## src/rtl/pong_ball.sv

```systemverilog
// pong_ball: serve/play/miss ball motion with wall and paddle bounces, updated once per frame.
module pong_ball #(
  parameter int GRAPHICS_WIDTH     = 1280,
  parameter int GRAPHICS_HEIGHT    = 800,
  parameter int BORDER_WIDTH       = 50,
  parameter int BALL_SIZE          = 16,
  parameter int BALL_SPEED         = 4,
  parameter int PADDLE_X           = 110,
  parameter int PADDLE_WIDTH       = 20,
  parameter int PADDLE_LENGTH      = 200,
  parameter int START_X            = 632,
  parameter int START_Y            = 392,
  parameter int SERVE_DELAY_FRAMES = 60,
  parameter int POSITION_REG_MAX   = 11
) (
  input  logic                      pixel_clock,
  input  logic                      reset,
  input  logic                      vga_vertical_sync,
  input  logic [POSITION_REG_MAX:0] h_position,
  input  logic [POSITION_REG_MAX:0] v_position,
  input  logic [POSITION_REG_MAX:0] paddle_y,
  output logic [POSITION_REG_MAX:0] ball_x,
  output logic [POSITION_REG_MAX:0] ball_y,
  output logic                      on_ball,
  output logic                      playing,
  output logic [3:0]                miss_count
);
  localparam int W  = POSITION_REG_MAX + 1;
  localparam int CW = $clog2(SERVE_DELAY_FRAMES + 1);
  localparam logic [W-1:0] SZ  = W'(BALL_SIZE);
  localparam logic [W-1:0] SP  = W'(BALL_SPEED);
  localparam logic [W-1:0] BW  = W'(BORDER_WIDTH);
  localparam logic [W-1:0] BOT = W'(GRAPHICS_HEIGHT - BORDER_WIDTH);
  localparam logic [W-1:0] RGT = W'(GRAPHICS_WIDTH - BORDER_WIDTH);
  localparam logic [W-1:0] PAD = W'(PADDLE_X + PADDLE_WIDTH);
  localparam logic [W-1:0] PL  = W'(PADDLE_LENGTH);
  localparam logic [W-1:0] SX  = W'(START_X);
  localparam logic [W-1:0] SY  = W'(START_Y);
  localparam logic [1:0] SERVE = 2'd0;
  localparam logic [1:0] PLAY  = 2'd1;
  localparam logic [1:0] MISS  = 2'd2;

  logic [1:0]   r_state;
  logic [CW-1:0] r_cnt;
  logic         r_serve_dn, r_dx, r_dy, r_last_vsync, r_tick, r_on_ball;
  logic [W-1:0] r_x, r_y;
  logic [3:0]   r_miss;
  logic         w_hit, w_miss, w_rclamp, w_tclamp, w_bclamp, w_ndx, w_ndy, w_on;
  logic [W-1:0] w_nx, w_ny;

  // dx=1 is right, dy=1 is down; all compares are on sums so nothing underflows
  always_comb begin
    w_hit    = !r_dx && r_x >= PAD && r_x < PAD + SP && r_y + SZ > paddle_y && r_y < paddle_y + PL;
    w_miss   = !r_dx && !w_hit && r_x < BW + SP;
    w_rclamp = r_dx && r_x + SZ + SP > RGT;
    w_tclamp = !r_dy && r_y < BW + SP;
    w_bclamp = r_dy && r_y + SZ + SP > BOT;
    w_nx     = r_dx ? (w_rclamp ? RGT - SZ : r_x + SP) : (w_hit ? PAD : r_x - SP);
    w_ndx    = r_dx ? !w_rclamp : w_hit;
    w_ny     = r_dy ? (w_bclamp ? BOT - SZ : r_y + SP) : (w_tclamp ? BW : r_y - SP);
    w_ndy    = r_dy ? !w_bclamp : w_tclamp;
    w_on     = h_position >= r_x && h_position < r_x + SZ && v_position >= r_y && v_position < r_y + SZ;
  end

  always_ff @(posedge pixel_clock) begin
    if (reset) begin
      r_state      <= SERVE;
      r_cnt        <= '0;
      r_serve_dn   <= 1'b1;
      r_x          <= SX;
      r_y          <= SY;
      r_dx         <= 1'b0;
      r_dy         <= 1'b1;
      r_on_ball    <= 1'b0;
      r_miss       <= 4'd0;
      r_last_vsync <= 1'b1;
      r_tick       <= 1'b0;
    end else begin
      r_last_vsync <= vga_vertical_sync;
      r_tick       <= vga_vertical_sync & ~r_last_vsync;
      r_on_ball    <= w_on;
      if (r_state == MISS) begin
        r_miss  <= (r_miss == 4'hF) ? r_miss : r_miss + 4'd1;
        r_x     <= SX;
        r_y     <= SY;
        r_cnt   <= '0;
        r_state <= SERVE;
      end else if (r_tick) begin
        if (r_state == SERVE) begin
          r_x <= SX;
          r_y <= SY;
          if (r_cnt == CW'(SERVE_DELAY_FRAMES - 1)) begin
            r_state    <= PLAY;
            r_cnt      <= '0;
            r_dx       <= 1'b0;
            r_dy       <= r_serve_dn;
            r_serve_dn <= ~r_serve_dn;
          end else begin
            r_cnt <= r_cnt + 1'b1;
          end
        end else if (r_state == PLAY) begin
          if (w_miss) begin
            r_state <= MISS;
          end else begin
            r_x  <= w_nx;
            r_dx <= w_ndx;
            r_y  <= w_ny;
            r_dy <= w_ndy;
          end
        end else begin
          r_state <= SERVE;
        end
      end
    end
  end

  assign ball_x     = r_x;
  assign ball_y     = r_y;
  assign on_ball    = r_on_ball;
  assign playing    = r_state == PLAY;
  assign miss_count = r_miss;
endmodule

```

## config.mk

```make
export PLATFORM = sky130hd
export DESIGN_NAME = pong_ball
export DESIGN_NICKNAME = d
export VERILOG_FILES = /design/src/rtl/pong_ball.sv
export SDC_FILE = /design/constraint.sdc
export NUM_CORES = 1
export LEC_CHECK = 0
export ABC_AREA = 1
export BUFFER_PORTS_ARGS = -buffer_cell sky130_fd_sc_hd__buf_4
export CAP_MARGIN = 5
export CORE_ASPECT_RATIO = 1.75
export CORE_UTILIZATION = 55
export CTS_BUF_LIST = sky130_fd_sc_hd__clkbuf_16
export DETAILED_ROUTE_END_ITERATION = 6
export HOLD_SLACK_MARGIN = 0.15
export PLACE_DENSITY = 0.77
export SETUP_SLACK_MARGIN = 0.1
export SLEW_MARGIN = 10
export SYNTH_ARGS = -nofsm -noshare
export SYNTH_HDL_FRONTEND = slang
export SYNTH_SLANG_ARGS = --single-unit
```

## constraint.sdc

```tcl
create_clock -name pixel_clock -period 4.3 [get_ports pixel_clock]
set_clock_uncertainty 0.2 [all_clocks]
set_input_delay 0.86 -clock pixel_clock [delete_from_list [all_inputs] [get_ports pixel_clock]]
set_output_delay 0.86 -clock pixel_clock [all_outputs]
set_load 0.01 [all_outputs]
```

==> impl_metrics.env, run 1 <==
export IMPL_coreArea_sq_mm=0.00873
export IMPL_cp_slowest_cell="nand2_4"
export IMPL_ioPinCount=69
export IMPL_grt_max_degree=28
export IMPL_synth_cells=758
export IMPL_first_global_vias=5112
export IMPL_yosysWarnings=0
export IMPL_num_vias=5121
export IMPL_cts_sinks=40
export IMPL_synth_area_per_cell_sq_um=6.54
export IMPL_status="complete, no violations"
export IMPL_fmax_mhz=285
export IMPL_instances_no_fill=934
export IMPL_worst_path_stages=20
export IMPL_vdd_drop_max_mv=0.193
export IMPL_area_delta_synth_final_pct=13.5
export IMPL_worst_pin_slew_ns=0.566
export IMPL_antenna_found_initial=0
export IMPL_path_cells="buf_4 > ha_1 > nand2_1 > nand2_1 > nand2_1 > nor3_1 > xor2_1 > ha_1 > a21oi_1 > nand3_1 > nor4_1 > nand2_1 > inv_2 > nand3_4 > nand3_2 > nand2_2 > nand2_4 > nand2_1 > nand2_1 > nor2_2"
export IMPL_cts_resized_gates=0
export IMPL_multiInputGateArea_sq_mm=0.00364
export IMPL_reg2reg_to="ball_x[8]"
export IMPL_clock_latency_ns=0.29
export IMPL_rows=45
export IMPL_cap_viol_max_count=0
export IMPL_p_total_mw=1.12
export IMPL_clkSlewWorstSetupHoldPaths_ns=0.06
export IMPL_syn_area_sq_mm=0.00496
export IMPL_setup_viol=0
export IMPL_power_density_mw_per_mm2=199
export IMPL_cts_made_buffers=5
export IMPL_worstRegToRegCells=18
export IMPL_slew_viol_final=0
export IMPL_post_route_cell_area_sq_mm=0.00563
export IMPL_fin_crit_sh_pct=81.6
export IMPL_cp_start_kind="input port"
export IMPL_ys_types=50
export IMPL_drcViolationCount=0
export IMPL_reg2reg_slack_ns=0.84
export IMPL_gr_total_overflow=0
export IMPL_min_path_type="reg -> reg"
export IMPL_rsz0062_at_grt="false"
export IMPL_start_util_pct=56.8
export IMPL_routed_wl_um=13900
export IMPL_h_tree_depth=2
export IMPL_timing_hold_violations_final=0
export IMPL_final_cell_mix="nand2_1 (151), nor2_1 (90), inv_1 (85)"
export IMPL_cp_top_family="simple AND/OR/NAND/NOR gates"
export IMPL_crit_arrival_ns=3.49
export IMPL_rr_startpoint="ball_y[5]"
export IMPL_ys_seq_area_share_pct=16.1
export IMPL_dp_cells=927
export IMPL_fin_hold_ws_ns=0.205
export IMPL_path_max_fanout=27
export IMPL_nNetsFinal=928
export IMPL_dieArea_sq_mm=0.00942
export IMPL_cts_tree="built"
export IMPL_holdPathEnd="r_tick"
export IMPL_die_x_um=73.8
export IMPL_crit_path_end_kind="flop"
export IMPL_grtUsageTotal_pct=31.4
export IMPL_cpPeakStageDelay_ns=0.27
export IMPL_routabilityCongestion=0.957
export IMPL_drtIter0Drc=231
export IMPL_cts_root_buf="clkbuf_16"
export IMPL_worstSetupPathType="in -> reg"
export IMPL_path_common_cell="nand2_1"
export IMPL_synth_seq_cells=40
export IMPL_critical_path_required_ns=4.28
export IMPL_placed_area_sq_mm=0.00549
export IMPL_die_h_um=128
export IMPL_holdPathStages=1
export IMPL_fillers=889
export IMPL_ant_nets=0
export IMPL_min_period_ns=3.51
export IMPL_cts_hold_buf=0
export IMPL_regArea_sq_um=801
export IMPL_wl_per_cell_um=14.9
export IMPL_grt_pass1_wl_um=23100
export IMPL_final_common_cell="nand2_1"
export IMPL_n_antenna_cell=0
export IMPL_cts_path_max_buffers=2
export IMPL_hold_start="r_last_vsync"
export IMPL_relSlewSlack_pct=62.2
export IMPL_leakagePower_nw=2.74
export IMPL_dr_pass1_iters=6
export IMPL_port_buffers=64
export IMPL_drive_gt1_share_pct=17.1
export IMPL_finalSetupTns_ns=0
export IMPL_cp_buffers_inverters=2
export IMPL_viasPerCell=5.48
export IMPL_postCtsSetupBuffers=0
export IMPL_dp_hpwl_um=11300
[Yosys cell counts, drive strengths merged]
library cell / number / area [sq um]
o31ai: 2 / 15.0
conb: 1 / 3.75
or2: 1 / 6.26
a211oi: 1 / 7.51
nor4: 5 / 31.3
o211ai: 6 / 45.0
a31o: 1 / 8.76
buf: 16 / 131
dfxtp: 40 / 801
nand3: 52 / 315
and3: 1 / 6.26
nor2: 102 / 428
nand4: 10 / 62.6
a31oi: 3 / 18.8
a21o: 1 / 7.51
o2111ai: 2 / 17.5
nor3b: 2 / 15.0
a2111oi: 1 / 15.0
o311ai: 1 / 8.76
a21oi: 56 / 288
clkbuf: 3 / 11.3
nand2: 170 / 696
clkinv: 4 / 16.3
nor3: 10 / 55.1
xnor2: 4 / 35.0
ha: 72 / 901
o21bai: 2 / 18.8
o211a: 1 / 10.0
a21boi: 1 / 7.51
nand3b: 2 / 15.0
a221oi: 1 / 8.76
maj3: 1 / 10.0
xor2: 34 / 320
o21ai: 51 / 255
inv: 98 / 368
[cell families (layout without fill, tap and decap cells)]
family,count (synthesis),in the layout,synth area share [%]
buffers and inverters,121,179,10.6
other,1,2,0.0756
adders and majority gates,73,73,18.4
and+or+nand+nor,355,355,32.9
xor gates and xnor gates,38,38,7.16
DFF,40,40,16.1
AOI/OAI and AO/OA,130,130,14.8
[layer usage]
metal / GRT usage [%] / part of all wire (%) / vias up
met1: 30.7 / 36 / 2344
li1: - / - / 2609
met3: 3.47 / 2.8 / 40
met4: 20.8 / 5.7 / 0
met5: 0 / 0 / -
met2: 59.4 / 56 / 128
[registers in the layout, summed over array words and instances, names as in the netlist]
name          cells
r_last_vsync      1
miss_count        4
ball_x           11
r_tick            1
r_state           2
ball_y           11
on_ball           1
r_serve_dn        1
r_cnt             6
r_dx              1
r_dy              1
[power by group]
part	leakage [nW]	total, mW	internal [mW]	switching, mW
clock network	0.0657	0.359	0.210	0.149
logic	2.35	0.353	0.140	0.213
registers	0.325	0.406	0.383	0.0239
[stage by stage]
step           setup WS (ns)  utilization, %
2_1_floorplan           1.12               -
3_3_place_gp           0.563            62.9
3_5_place_dp           0.490            62.9
4_1_cts                0.765            64.5
5_1_grt                0.489            64.5
6_report               0.792            64.5
[worst register-to-register path, stage by stage, from the launching register on]
cell and delay [ns]:
dfxtp_1 0.64, nand2_2 0.14, nor2_4 0.17, nand2_1 0.06, nand2_1 0.15, inv_1 0.12, ha_1 0.33, nand4_1 0.12
nor4_1 0.18, buf_4 0.19, nand3_1 0.10, nand2_1 0.09, inv_2 0.04, nand3_4 0.08, nand3_2 0.10, nand2_2 0.11
nand2_4 0.19, o21ai_0 0.25, nor2_1 0.06
[worst max path at each step]
| stage | from | end | slack [ns] |
|---|---|---|---|
| floorplan | paddle_y[3] | ball_x[3] | 1.12 |
| global placement | paddle_y[3] | ball_x[2] | 0.56 |
| detailed placement | paddle_y[3] | ball_x[2] | 0.49 |
| CTS | paddle_y[3] | ball_x[8] | 0.77 |
| global route | paddle_y[3] | ball_x[8] | 0.49 |
| finish | paddle_y[3] | ball_x[2] | 0.79 |
[final cells by class]
type,instances,share of cell area (%)
Multi-Input combinational cell,598,64.6
Sequential cell,40,14.2
Timing Repair Buffer,70,9.33
Inverter,102,6.82
Tap cell,117,2.60
Clock buffer,5,2.22
Clock inverter,2,0.222
Power figures use the tool's default switching activity.
==> inputs of run 2 (changes only) <==
--- a/config.mk
+++ b/config.mk
@@ -5,15 +5,15 @@
 export SDC_FILE = /design/constraint.sdc
 export NUM_CORES = 1
 export LEC_CHECK = 0
-export ABC_AREA = 1
+export ABC_AREA = 0
 export BUFFER_PORTS_ARGS = -buffer_cell sky130_fd_sc_hd__buf_4
 export CAP_MARGIN = 5
 export CORE_ASPECT_RATIO = 1.75
-export CORE_UTILIZATION = 55
+export CORE_UTILIZATION = 54
 export CTS_BUF_LIST = sky130_fd_sc_hd__clkbuf_16
 export DETAILED_ROUTE_END_ITERATION = 6
 export HOLD_SLACK_MARGIN = 0.15
-export PLACE_DENSITY = 0.77
+export PLACE_DENSITY = 0.79
 export SETUP_SLACK_MARGIN = 0.1
 export SLEW_MARGIN = 10
 export SYNTH_ARGS = -nofsm -noshare
==> constraint.sdc (replaced) <==
create_clock -name pixel_clock -period 2.9 [get_ports pixel_clock]
set_clock_uncertainty 0.2 [all_clocks]
set_input_delay 0.58 -clock pixel_clock [delete_from_list [all_inputs] [get_ports pixel_clock]]
set_output_delay 0.58 -clock pixel_clock [all_outputs]
set_load 0.01 [all_outputs]
==> run 2 against run 1 <==
Net effect: the run now ends with design-rule violations, negative setup slack left; first-iteration DRC count up 140%; power rose by 43%; synthesized cell count fell by 17%; final cell count shrank 4.6%; register-to-register slack worse by 1.2 ns; critical path type is now reg -> reg; largest cell class unchanged; largest power group is now clock.
==> impl_metrics.env, run 2 <==
export IMPL_start_util_pct=55.3
export IMPL_cts_tree="built"
export IMPL_power_density_mw_per_mm2=237
export IMPL_n_antenna_cell=0
export IMPL_leakagePower_nw=2.82
export IMPL_synth_area_per_cell_sq_um=7.59
export IMPL_syn_area_sq_mm=0.00476
export IMPL_reg2reg_slack_ns=-0.38
export IMPL_cts_path_max_buffers=2
export IMPL_crit_arrival_ns=3.29
export IMPL_synth_edf_count=0
export IMPL_rr_startpoint="ball_y[6]"
export IMPL_fin_crit_sh_pct=113
export IMPL_h_tree_depth=2
export IMPL_worstRegToRegCells=14
export IMPL_clkSlewWorstSetupHoldPaths_ns=0.08
export IMPL_cp_start_kind="flop"
export IMPL_post_route_cell_area_sq_mm=0.00676
export IMPL_placed_area_sq_mm=0.00598
export IMPL_grt_pass1_wl_um=26200
export IMPL_final_common_cell="buf_4"
export IMPL_path_max_fanout=3
export IMPL_synthTopCellsByArea="ha_1 (19%), dfxtp_1 (17%), xnor2_1 (5.7%), a21oi_1 (4.2%), inv_1 (4.0%)"
export IMPL_synthFlopType="dfxtp_1"
export IMPL_place_ws_ns=-0.543
export IMPL_num_vias=5847
export IMPL_gr_total_overflow=0
export IMPL_yosys_area_top_type_share_pct=18.9
export IMPL_drive_gt1_share_pct=34.6
export IMPL_grt_max_degree=16
export IMPL_routabilityCongestion=0.969
export IMPL_vdd_drop_max_mv=0.258
export IMPL_ioPinCount=69
export IMPL_status="finished, violations left"
export IMPL_port_buffers=64
export IMPL_dp_hpwl_um=12900
export IMPL_hold_start="r_last_vsync"
export IMPL_drcViolationCount=2
export IMPL_ant_nets=0
export IMPL_dp_cells=865
export IMPL_dr_pass1_iters=7
export IMPL_die_h_um=126
export IMPL_cap_viol_max_count=0
export IMPL_rsz0062_at_grt="true"
export IMPL_final_util_pct=78.5
export IMPL_dieArea_sq_mm=0.00922
export IMPL_yosysMostFrequentCell="ha_1"
export IMPL_rows=45
export IMPL_grtUsageTotal_pct=36.6
export IMPL_holdPathEnd="r_tick"
export IMPL_coreArea_sq_mm=0.00861
export IMPL_relSlewSlack_pct=50.2
export IMPL_ys_types=77
export IMPL_ys_seq_area_share_pct=16.8
export IMPL_cts_made_buffers=5
export IMPL_worst_pin_slew_ns=0.747
export IMPL_clock_latency_ns=0.30
export IMPL_min_path_type="reg -> reg"
export IMPL_area_delta_synth_final_pct=41.9
export IMPL_timing_hold_violations_final=0
export IMPL_first_global_vias=5619
export IMPL_worstSetupPathType="reg -> reg"
export IMPL_nNetsFinal=884
export IMPL_setup_viol=19
export IMPL_fin_ws_ns=-0.377
export IMPL_cts_root_buf="clkbuf_16"
export IMPL_wl_per_cell_um=20.8
export IMPL_p_total_mw=1.60
export IMPL_routed_wl_um=18600
export IMPL_synth_common_cells="ha_1 (72), inv_1 (51), nand2_1 (50)"
export IMPL_synth_async_reset_ratio_pct=0
export IMPL_fmax_mhz=305
export IMPL_instances_no_fill=891
export IMPL_min_period_ns=3.28
export IMPL_synth_cells=628
export IMPL_yosysWarnings=0
export IMPL_holdPathStages=1
export IMPL_reg2reg_to="r_dx"
export IMPL_viasPerCell=6.56
export IMPL_yosysTopAreaCell="ha_1"
export IMPL_critical_path_required_ns=2.91
export IMPL_cts_sinks=40
export IMPL_crit_path_end_kind="flop"
export IMPL_antenna_found_initial=0
export IMPL_drtIter0Drc=544
export IMPL_cpPeakStageDelay_ns=0.56
export IMPL_cp_slowest_cell="a2111oi_4"
export IMPL_die_x_um=73.0
export IMPL_path_cells="and4_4 > nand4_1 > xnor2_2 > inv_2 > ha_4 > buf_6 > nor2_2 > a21oi_2 > nand4_1 > a2111oi_4 > buf_4 > buf_6 > nand3_2 > a221oi_2"
export IMPL_final_cell_mix="buf_4 (151), ha_1 (63), inv_1 (47), nand2_1 (47), nor2_1 (44)"
export IMPL_slew_viol_final=0
export IMPL_violations="design-rule violations, negative setup slack"
export IMPL_cts_hold_buf=0
export IMPL_synth_seq_cells=40
[run 2: changes by cell type after synthesis, sizes merged, moves of 9 or more]
cell / change
o21ai: -14
nor2: -53
xor2: -21
o21a: +9
xnor2: +29
nor4: +10
clkbuf: +11
a31oi: +11
inv: -45
nand2: -120
a21oi: -14
nand3: -21
[run 2: worst max-delay path: cells and delay by family (launching register included)]
kind,cells,cell delay (ns)
AND/OR/NAND/NOR,5,0.63
flip-flops,1,0.34
AO/OA/AOI/OAI,3,0.95
adder cells (fa/ha/maj),1,0.28
buffers and inverters,4,0.49
XOR/XNOR,1,0.29
[run 2: report_power, final]
group	total [mW]	leakage [nW]	switching [mW]	internal, mW
clock network	0.666	0.0814	0.261	0.406
logic	0.375	2.41	0.201	0.173
registers	0.558	0.324	0.00662	0.552
total	1.60	2.82	0.469	1.13
[run 2: per-layer routing]
layer  share of wire, %  global-route usage (%)
met1                 32                    34.5
met2                 51                    66.8
met3                6.9                    5.60
met4                 10                    29.1
met5                  0                       0
[run 2: how the worst max path moves through the flow]
stage / to / from / cells past startpoint / slack (ns)
global placement: ball_x[1] / paddle_y[3] / 12 / -0.46
CTS: ball_x[1] / paddle_y[4] / 12 / -0.32
floorplan: ball_x[7] / ball_y[5] / 12 / -0.19
global route: ball_x[6] / ball_y[5] / 14 / -0.51
detailed placement: ball_x[6] / paddle_y[4] / 13 / -0.54
finish: r_dx / ball_y[6] / 14 / -0.38
[run 2: timing repair]
item | CTS | global route
pin swaps | 35 | 48
setup buffers | 4 | 15
setup endpoints to repair | 24 | 25
gates resized for setup | 36 | 61
cloned | 1 | 0
[run 2: cell type report]
cell class                      instances  area [sq um]
Timing Repair Buffer                  165          1290
Sequential cell                        40           817
Clock inverter                          3          42.5
Fill cell                             551          1850
Inverter                               53           201
Multi-Input combinational cell        508          4140
Clock buffer                            5           125
Tap cell                              117           146
[run 2: logic make-up (layout without fill, tap and decap cells)]
group | Yosys count | count (layout) | synth area share, %
flip-flops | 40 | 40 | 16.8
other | 1 | 2 | 0.0787
AO/OA/AOI/OAI | 177 | 177 | 25.5
adder cells (fa/ha/maj) | 73 | 73 | 19.1
buffers and inverters | 82 | 226 | 6.96
XOR/XNOR | 46 | 46 | 9.09
multiplexers | 4 | 4 | 0.867
AND/OR/NAND/NOR | 205 | 206 | 21.6
[run 2: through the flow]
step,hold WS (ns),TNS (ns)
after CTS,0.196,-2.68
after global placement,0.179,-4.27
final,0.194,-3.62
after detailed placement,0.189,-5.64
after global routing,0.198,-5.21
after floorplan,0.173,-1.04
==> inputs of run 3 (changes only) <==
--- a/config.mk
+++ b/config.mk
@@ -10,7 +10,6 @@
 export CAP_MARGIN = 5
 export CORE_ASPECT_RATIO = 1.75
 export CORE_UTILIZATION = 54
-export CTS_BUF_LIST = sky130_fd_sc_hd__clkbuf_16
 export DETAILED_ROUTE_END_ITERATION = 6
 export HOLD_SLACK_MARGIN = 0.15
 export PLACE_DENSITY = 0.79
==> run 3 against run 2 <==
Net effect: the flow still finishes with violations (design-rule violations, negative setup slack); die area is the same; largest cell class unchanged; wire length shrank 3.6%; critical endpoint is now ball_x[1]; flip-flop and latch count is the same; clock power grew 4.8%; sequential power is essentially flat; non-clock buffer count shrank 4; fmax is essentially flat; final cell count shrank 0.45%; combinational power shrank 3%; power grew 1.3%.
==> impl_metrics.env, run 3 (synthesized netlist as in run 2, its figures left out) <==
export IMPL_status="finished, violations left"
export IMPL_violations="design-rule violations, negative setup slack"
export IMPL_dr_pass1_iters=7
export IMPL_grtUsageTotal_pct=36.3
export IMPL_cts_path_max_buffers=2
export IMPL_vdd_drop_max_mv=0.276
export IMPL_die_h_um=126
export IMPL_slew_viol_final=0
export IMPL_viasPerCell=6.53
export IMPL_min_path_type="reg -> reg"
export IMPL_gr_total_overflow=0
export IMPL_fin_ws_ns=-0.378
export IMPL_antenna_found_initial=0
export IMPL_routabilityCongestion=0.969
export IMPL_holdPathStages=1
export IMPL_dieArea_sq_mm=0.00922
export IMPL_final_common_cell="buf_4"
export IMPL_num_vias=5794
export IMPL_drive_gt1_share_pct=34.5
export IMPL_cp_buffers_inverters=2
export IMPL_reg2reg_to="ball_x[1]"
export IMPL_timing_hold_violations_final=0
export IMPL_cts_root_buf="clkbuf_16"
export IMPL_ioPinCount=69
export IMPL_dp_cells=865
export IMPL_grt_max_degree=16
export IMPL_place_ws_ns=-0.543
export IMPL_setup_viol=16
export IMPL_drcViolationCount=9
export IMPL_crit_arrival_ns=3.31
export IMPL_cap_viol_max_count=0
export IMPL_cpPeakStageDelay_ns=0.52
export IMPL_min_period_ns=3.28
export IMPL_n_antenna_cell=0
export IMPL_start_util_pct=55.3
export IMPL_clkSlewWorstSetupHoldPaths_ns=0.07
export IMPL_fin_crit_sh_pct=113
export IMPL_dp_hpwl_um=12900
export IMPL_wl_per_cell_um=20.2
export IMPL_cp_top_family="simple AND/OR/NAND/NOR gates"
export IMPL_cp_slowest_cell="a2111oi_4"
export IMPL_cp_start_kind="flop"
export IMPL_relSlewSlack_pct=56.7
export IMPL_grt_pass1_wl_um=26000
export IMPL_cts_made_buffers=5
export IMPL_finalSetupTns_ns=-3.39
export IMPL_fillers=561
export IMPL_nNetsFinal=880
export IMPL_path_max_fanout=4
export IMPL_fmax_mhz=305
export IMPL_rr_startpoint="ball_y[6]"
export IMPL_hold_start="r_last_vsync"
export IMPL_leakagePower_nw=2.79
export IMPL_placed_area_sq_mm=0.00598
export IMPL_reg2reg_slack_ns=-0.38
export IMPL_cts_tree="built"
export IMPL_die_x_um=73.0
export IMPL_ant_nets=0
export IMPL_final_cell_mix="buf_4 (149), ha_1 (63), inv_1 (47), nand2_1 (47), nor2_1 (44)"
export IMPL_p_total_mw=1.62
export IMPL_path_cells="and4_4 > nand4_1 > xnor2_2 > inv_2 > ha_4 > buf_6 > nor2_2 > a21oi_2 > nand4_1 > a2111oi_4 > a21oi_2 > or3_4 > a21oi_2"
export IMPL_power_density_mw_per_mm2=242
export IMPL_first_global_vias=5595
export IMPL_final_util_pct=77.9
export IMPL_fin_hold_ws_ns=0.194
export IMPL_rows=45
export IMPL_h_tree_depth=2
export IMPL_post_route_cell_area_sq_mm=0.00671
export IMPL_critical_path_required_ns=2.93
export IMPL_cts_sinks=40
export IMPL_path_common_cell="a21oi_2"
export IMPL_area_delta_synth_final_pct=40.9
export IMPL_regArea_sq_um=818
export IMPL_multiInputGateArea_sq_mm=0.00412
export IMPL_worstRegToRegCells=13
export IMPL_worst_pin_slew_ns=0.649
export IMPL_holdPathEnd="r_tick"
export IMPL_coreArea_sq_mm=0.00861
export IMPL_clock_latency_ns=0.30
export IMPL_drtIter0Drc=505
export IMPL_instances_no_fill=887
export IMPL_rsz0062_at_grt="true"
export IMPL_port_buffers=64
export IMPL_crit_path_end_kind="flop"
export IMPL_routed_wl_um=17900
export IMPL_worstSetupPathType="reg -> reg"
## run 3: worst max-delay path by stage
| stage | startpoint | to | cells after the start |
|---|---|---|---|
| after floorplan | ball_y[5] | ball_x[7] | 12 |
| after global placement | paddle_y[3] | ball_x[1] | 12 |
| after detailed placement | paddle_y[4] | ball_x[6] | 13 |
| after CTS | paddle_y[4] | ball_x[1] | 12 |
| after global routing | ball_y[5] | ball_x[1] | 13 |
| final | ball_y[6] | ball_x[1] | 13 |
## run 3: where the power goes
part / internal [mW] / total, mW / leakage, nW / switching [mW]
registers: 0.552 / 0.558 / 0.323 / 0.00637
logic: 0.170 / 0.365 / 2.38 / 0.196
clock network: 0.432 / 0.698 / 0.0871 / 0.266
## run 3: repair_timing
action / 4_1_cts / 5_1_grt
cloned: 1 / 0
hold buffers: 0 / 0
setup endpoints to repair: 24 / 25
resized for setup: 36 / 58
buffers inserted: 4 / 10
pin swaps: 35 / 44
## run 3: cell type report
class | count | area share, %
inverter | 53 | 2.96
clock inverter | 2 | 0.578
sequential | 40 | 12.2
clock buffer | 6 | 2.07
timing repair buffer | 161 | 18.7
tap | 117 | 2.18
multi-input combinational | 508 | 61.3
## run 3: layer usage
metal,share of wire (%),track usage [%]
met1,32,33.3
met2,51,65.6
met3,6.1,6.64
met4,11,31.1
met5,0,0
